===== src/rtl/dr_pkg.sv =====
`default_nettype none
// ============================================================================
// dr_pkg : dual-rail codeword constants, FSM state types and word classifiers
// Revision: 1.0
// ============================================================================
package dr_pkg;

  localparam logic [1:0] DR_NULL = 2'b00;
  localparam logic [1:0] DR_F    = 2'b01;
  localparam logic [1:0] DR_T    = 2'b10;
  localparam logic [1:0] DR_ILL  = 2'b11;

  // Classifiers take a word zero-padded to this many bits plus its real width.
  localparam int DR_MAX_WIDTH = 64;

  typedef logic [2*DR_MAX_WIDTH-1:0] dr_word_t;

  typedef enum logic [0:0] {
    IN_DATA = 1'b0,
    IN_NULL = 1'b1
  } in_state_t;

  typedef enum logic [0:0] {
    OUT_IDLE = 1'b0,
    OUT_DATA = 1'b1
  } out_state_t;

  function automatic logic dr_is_valid(input dr_word_t word, input int width);
    logic ok;
    ok = 1'b1;
    for (int i = 0; i < DR_MAX_WIDTH; i++) begin
      if (i < width && word[2*i +: 2] != DR_T && word[2*i +: 2] != DR_F) ok = 1'b0;
    end
    return ok;
  endfunction

  function automatic logic dr_is_null(input dr_word_t word, input int width);
    logic ok;
    ok = 1'b1;
    for (int i = 0; i < DR_MAX_WIDTH; i++) begin
      if (i < width && word[2*i +: 2] != DR_NULL) ok = 1'b0;
    end
    return ok;
  endfunction

  function automatic logic dr_has_illegal(input dr_word_t word, input int width);
    logic bad;
    bad = 1'b0;
    for (int i = 0; i < DR_MAX_WIDTH; i++) begin
      if (i < width && word[2*i +: 2] == DR_ILL) bad = 1'b1;
    end
    return bad;
  endfunction

endpackage
`default_nettype wire


===== src/rtl/dr_ack_join.sv =====
`default_nettype none
// ============================================================================
// dr_ack_join : NUM_ACK-input C-element join of consumer acknowledges
// Revision: 1.0
// ============================================================================
module dr_ack_join #(
  parameter int NUM_ACK = 4
) (
  input  logic               clk,
  input  logic               rst,
  input  logic [NUM_ACK-1:0] ack_in,
  output logic               all_high,
  output logic               all_low,
  output logic               join_state
);

  logic r_join;

  assign all_high   = &ack_in;
  assign all_low    = ~|ack_in;
  assign join_state = r_join;

  // Muller behaviour: switch only on unanimous inputs, hold on any mix.
  always_ff @(posedge clk) begin
    if (rst) begin
      r_join <= 1'b0;
    end else if (all_high) begin
      r_join <= 1'b1;
    end else if (all_low) begin
      r_join <= 1'b0;
    end
  end

endmodule
`default_nettype wire


===== src/rtl/dr_fifo_fanout.sv =====
`default_nettype none
// ============================================================================
// dr_fifo_fanout : buffered four-phase dual-rail stage with C-element fan-out
// Revision: 1.0
// ============================================================================
module dr_fifo_fanout
  import dr_pkg::*;
#(
  parameter int WIDTH   = 2,
  parameter int DEPTH   = 4,
  parameter int NUM_ACK = 4
) (
  input  logic                       clk,
  input  logic                       rst,
  input  logic [2*WIDTH-1:0]         data_in,
  output logic                       ack,
  output logic [2*WIDTH-1:0]         data_out,
  input  logic [NUM_ACK-1:0]         ack_in,
  output logic [$clog2(DEPTH+1)-1:0] count,
  output logic                       err
);

  localparam int c_cnt_w = $clog2(DEPTH+1);
  localparam int c_ptr_w = (DEPTH > 1) ? $clog2(DEPTH) : 1;
  localparam logic [c_cnt_w-1:0] c_full = c_cnt_w'(DEPTH);
  localparam logic [c_ptr_w-1:0] c_last = c_ptr_w'(DEPTH-1);

  in_state_t          r_in_state;
  out_state_t         r_out_state;
  logic               r_ack;
  logic               r_err;
  logic [2*WIDTH-1:0] r_data_out;
  logic [c_cnt_w-1:0] r_count;
  logic [c_ptr_w-1:0] r_wr_ptr;
  logic [c_ptr_w-1:0] r_rd_ptr;
  logic [WIDTH-1:0]   r_mem [DEPTH];

  dr_word_t           w_in_ext;
  logic [WIDTH-1:0]   w_true;
  logic [2*WIDTH-1:0] w_head_dr;
  logic               w_valid, w_null, w_illegal;
  logic               w_all_high, w_all_low, w_join;
  logic               w_push, w_pop;

  always_comb begin
    w_in_ext = '0;
    w_in_ext[2*WIDTH-1:0] = data_in;
  end

  assign w_valid   = dr_is_valid(w_in_ext, WIDTH);
  assign w_null    = dr_is_null(w_in_ext, WIDTH);
  assign w_illegal = dr_has_illegal(w_in_ext, WIDTH);

  always_comb begin
    w_true    = '0;
    w_head_dr = '0;
    for (int i = 0; i < WIDTH; i++) begin
      w_true[i]          = data_in[2*i+1];
      w_head_dr[2*i+1]   = r_mem[r_rd_ptr][i];
      w_head_dr[2*i]     = ~r_mem[r_rd_ptr][i];
    end
  end

  dr_ack_join #(
    .NUM_ACK (NUM_ACK)
  ) u_ack_join (
    .clk        (clk),
    .rst        (rst),
    .ack_in     (ack_in),
    .all_high   (w_all_high),
    .all_low    (w_all_low),
    .join_state (w_join)
  );

  assign w_push = (r_in_state == IN_DATA) && w_valid && (r_count < c_full);
  // Join still low means this is the first unanimous-high edge since presentation.
  assign w_pop  = (r_out_state == OUT_DATA) && w_all_high && !w_join;

  always_ff @(posedge clk) begin
    if (rst) begin
      r_in_state <= IN_DATA;
      r_ack      <= 1'b0;
      r_err      <= 1'b0;
      r_wr_ptr   <= '0;
    end else begin
      case (r_in_state)
        IN_DATA: begin
          if (w_illegal) begin
            r_err <= 1'b1;
          end else if (w_push) begin
            r_ack      <= 1'b1;
            r_in_state <= IN_NULL;
            r_wr_ptr   <= (r_wr_ptr == c_last) ? '0 : r_wr_ptr + 1'b1;
          end
        end
        IN_NULL: begin
          if (w_null) begin
            r_ack      <= 1'b0;
            r_in_state <= IN_DATA;
          end
        end
        default: r_in_state <= IN_DATA;
      endcase
    end
  end

  always_ff @(posedge clk) begin
    if (w_push) r_mem[r_wr_ptr] <= w_true;
  end

  always_ff @(posedge clk) begin
    if (rst) begin
      r_out_state <= OUT_IDLE;
      r_data_out  <= '0;
      r_rd_ptr    <= '0;
    end else begin
      case (r_out_state)
        OUT_IDLE: begin
          if (r_count != '0 && w_all_low) begin
            r_data_out  <= w_head_dr;
            r_out_state <= OUT_DATA;
          end
        end
        OUT_DATA: begin
          if (w_pop) begin
            r_data_out  <= '0;
            r_rd_ptr    <= (r_rd_ptr == c_last) ? '0 : r_rd_ptr + 1'b1;
            r_out_state <= OUT_IDLE;
          end
        end
        default: r_out_state <= OUT_IDLE;
      endcase
    end
  end

  always_ff @(posedge clk) begin
    if (rst) begin
      r_count <= '0;
    end else begin
      case ({w_push, w_pop})
        2'b10:   r_count <= r_count + 1'b1;
        2'b01:   r_count <= r_count - 1'b1;
        default: r_count <= r_count;
      endcase
    end
  end

  assign ack      = r_ack;
  assign err      = r_err;
  assign data_out = r_data_out;
  assign count    = r_count;

endmodule
`default_nettype wire


===== config.mk =====
export PLATFORM = sky130hd
export DESIGN_NAME = dr_fifo_fanout
export DESIGN_NICKNAME = d
export VERILOG_FILES = /design/src/rtl/dr_pkg.sv /design/src/rtl/dr_ack_join.sv /design/src/rtl/dr_fifo_fanout.sv
export SDC_FILE = /design/constraint.sdc
export NUM_CORES = 1
export LEC_CHECK = 0
export ABC_AREA = 0
export ABC_CLOCK_PERIOD_IN_PS = 7000
export CAP_MARGIN = 40
export CORE_MARGIN = 5
export CORE_UTILIZATION = 56
export DETAILED_ROUTE_END_ITERATION = 10
export HOLD_SLACK_MARGIN = 0.15
export PLACE_DENSITY = 0.87
export SLEW_MARGIN = 25
export SYNTH_ARGS = -nofsm -noshare
export SYNTH_HDL_FRONTEND = slang
export SYNTH_SLANG_ARGS = --single-unit

===== constraint.sdc =====
create_clock -name clk -period 7 [get_ports clk]
set_clock_uncertainty 0.1 [all_clocks]
set_input_delay 1.4 -clock clk [delete_from_list [all_inputs] [get_ports clk]]
set_output_delay 1.4 -clock clk [all_outputs]
set_load 0.02 [all_outputs]

==> summary.txt <==
Run status
  – Status: finished clean

Logic synthesis
  – Post-synthesis instance area: 1210 sq um
  – Share of cell area taken by muxes after synthesis: 0.04860
  – Synth unique cells: 26
  – Cell count after synthesis: 112
  – Compound-Gate Fraction of Synth Area: 0.05791
  – Sequential share of the synthesized area: 0.4964
  – Synthesized Nets: 133
  – Adder and majority gate portion of the synthesized area: 0.1200
  – Synth Area in Simple Gates: 0.2079
  – Post-synthesis average cell area: 10.80 sq um
  – Dominant combinational cell family by area after synthesis: simple AND/OR/NAND/NOR gates
  – Xor-xnor portion of the synthesized cell area: 0.01448
  – Syn. warnings: 0
  – Yosys reg bits: 26

Clock network
  – Resized Gates After CTS: 0
  – Clock sink count: 26
  – Number of hold-repair buffers added at the cts stage: 0
  – CTS Buf Count: 3
  – Post-CTS clock slew at the launch and capture registers of the worst setup and hold paths: 0.13 ns
  – Root buffer cell: clkbuf_4
  – Maximum clock path buffer count: 2
  – Buffers inserted during post-CTS setup optimization: 0
  – H-tree level count: 1
  – Clock tree from TritonCTS: done
  – Clock latency reported for the late side of the worst-skew pair: 0.33 ns

Power
  – Ratio of total power to cell area: 209.7 nW/um^2
  – IR drop worst, VDD: 0.1574 mV
  – Total power draw: 0.3044 mW
  – Leakage power summed over all cells: 0.5653 nW

Critical path
  – CP required: 7.15 ns
  – Worst setup SP type: primary input
  – Maximum single-stage delay on the critical path: 0.57 ns
  – Critical path buffers and inverters: 4
  – Family of cells with the greatest summed delay on the critical path: adder cells
  – Kind of end point of the critical path: register
  – Arrival time of the worst setup path: 3.85 ns
  – Cell at the slowest stage of the critical path: clkdlybuf4s50_1
  – Classification of the worst setup path: in2reg
  – Sequence of cells on the critical path: clkdlybuf4s50_1 > inv_1 > ha_1 > and4bb_2 > inv_1 > ha_1 > inv_1 > fa_1 > xor2_1 > or3_1 > a21oi_1
  – Most used cell along the critical path: inv_1
  – CP Max Fanout: 7

Final layout
  – Utilization after layout: 0.7250
  – Post-route design area: 1451 sq um
  – Footprint of the multi-input gates: 543.0 sq um
  – Area growth syn-to-layout: 19.96%
  – Layout filler cell count: 151
  – Final Net Count: 154
  – Commonest cells after routing, fill and taps aside: 18 x dfxtp_1, 18 x clkdlybuf4s50_1, 12 x a21oi_1
  – Ant diodes: 0
  – Register area: 600.6 sq um
  – Share of post-route cells with drive strength above 1: 0.08333

Routing
  – Count of unresolved DRC violations after routing: 0
  – Post-DRT Antenna Nets: 0
  – Wirelength, routed: 2.163 mm
  – Via count of the routed design: 851
  – DRC violation total after the first TritonRoute iteration: 20
  – DR WL/cell: 13.60 um
  – Average vias per placed instance: 5.352
  – Number of iterations in the first detailed-routing pass: 4

Place
  – Placer congestion estimate: 0.7922
  – Pre-CTS setup slack: 2.970 ns
  – Hpwl dp: 1.695 mm
  – # port buffers: 18
  – Placed Instance Area: 1399 sq um

Global routing
  – Largest net degree at the start of global routing: 17
  – Initial antenna violation count: 0
  – GRT Resource Usage Total: 0.1463
  – Overall overflow remaining after global route: 0
  – First-pass GRT wire length: 3.746 mm
  – Number of global-route vias before repair: 946

Timing
  – Final period utilization: 0.5282
  – Transition time of the tightest slew-check pin: 0.5912 ns
  – Slew HR: 0.6028
  – Clock period minus final worst setup slack: 3.697 ns
  – Setup TNS: 0 ns
  – Number of max-slew violations in the final report: 0
  – Maximum frequency from static timing analysis: 270.5 MHz
  – Setup repair after global routing missed its margin: false
  – Final setup margin: 3.303 ns
  – Final setup vio count: 0
  – Number of hold violations in the final report: 0

Floorplan
  – Full die area: 3190 sq um
  – Effective utilization at floorplan: 0.6044
  – Die span in y: 56.48 um
  – FP Rows: 16
  – Width of the die: 56.48 um
  – Placeable core region: 2002 sq um
  – I/O pin count: 19

Min path
  – Tightest Hold Check Type: reg2reg

Job
  – Count of maximum capacitance violations: 0
cell families after synthesis:
family | count (synthesis)
muxes | 3
DFF | 26
xor gates and xnor gates | 2
and+or+nand+nor | 43
buffers and inverters | 13
adders and majority gates | 11
AOI/OAI and AO/OA | 14
path summary, 6_finish.rpt:
path / from / endpoint / slack (ns) / cells after the start
hold / removal: data_out[1]$_SDFFE_PP0P_ / data_out[1]$_SDFFE_PP0P_ / 0.37 / 2
setup / recovery: data_in[3] / count[2]$_SDFFE_PP0P_ / 3.30 / 11
hold reg to reg: data_out[1]$_SDFFE_PP0P_ / data_out[1]$_SDFFE_PP0P_ / 0.37 / 2
setup reg to reg: r_out_state$_SDFF_PP0_ / count[2]$_SDFFE_PP0P_ / 4.71 / 8
routing by layer:
layer | track usage | part of all wire | vias to the layer above | wire (um)
li1 | - | - | 427 | -
met1 | 0.1347 | 0.39 | 400 | 847
met2 | 0.2888 | 0.54 | 17 | 1163
met3 | 0.04817 | 0.049 | 7 | 107
met4 | 0.05424 | 0.020 | 0 | 44
met5 | 0 | 0 | - | 0
layout make-up:
| class | instances | share of cell area |
|---|---|---|
| inverter | 11 | 0.02845 |
| multi-input combinational | 73 | 0.3741 |
| sequential | 26 | 0.4138 |
| clock inverter | 1 | 0.02069 |
| timing repair buffer | 18 | 0.1241 |
| clock buffer | 3 | 0.01552 |
| tap | 27 | 0.02328 |
worst reg2reg max path: stages (launching register included):
cell,delay (ns)
dfxtp_1,0.46
nand4b_2,0.26
inv_1,0.17
ha_1,0.20
inv_1,0.07
fa_1,0.38
xor2_1,0.16
or3_1,0.30
a21oi_1,0.13
Yosys cell counts:
library cell / n / area [sq um]
edfxtp_1: 8 / 240.2
nand2_1: 10 / 37.54
inv_1: 11 / 41.29
and3_2: 1 / 7.510
mux2i_1: 1 / 10.01
a21oi_1: 12 / 60.06
or3_4: 1 / 11.26
o21ai_0: 2 / 10.01
nor2_1: 9 / 33.78
dfxtp_1: 18 / 360.4
nand4b_2: 1 / 15.01
xor2_1: 2 / 17.52
fa_1: 1 / 20.02
clkdlybuf4s50_2: 1 / 11.26
or3_1: 3 / 18.77
or4_4: 1 / 11.26
nand2b_1: 2 / 12.51
clkbuf_8: 1 / 13.76
ha_1: 10 / 125.1
and2_1: 4 / 25.02
mux4_1: 1 / 26.28
nand3_1: 6 / 30.03
nor3_1: 3 / 15.01
mux4_2: 1 / 22.52
and4bb_2: 1 / 12.51
nor4_4: 1 / 21.27
power by group:
part	total [mW]	internal, mW	switching (mW)
Clock	0.102	0.0580	0.0444
Combinational	0.0375	0.0174	0.0201
Sequential	0.165	0.161	0.00391
sequential cells by signal (all words and copies together), names as in the netlist, named ones only:
register and cells:
r_out_state 1, r_rd_ptr 2, ack 1, r_mem 8, data_out 4, u_ack_join.join_state 1
r_wr_ptr 2, r_in_state 1, err 1, count 3
through the flow:
| step | hold WS (ns) | std cells |
|---|---|---|
| floorplan | 0.3346 | 112 |
| global placement | 0.3447 | 155 |
| detailed placement | 0.3589 | 155 |
| CTS | 0.3771 | 159 |
| global route | 0.4061 | 159 |
| finish | 0.3744 | 159 |
Power figures use the tool's default switching activity.
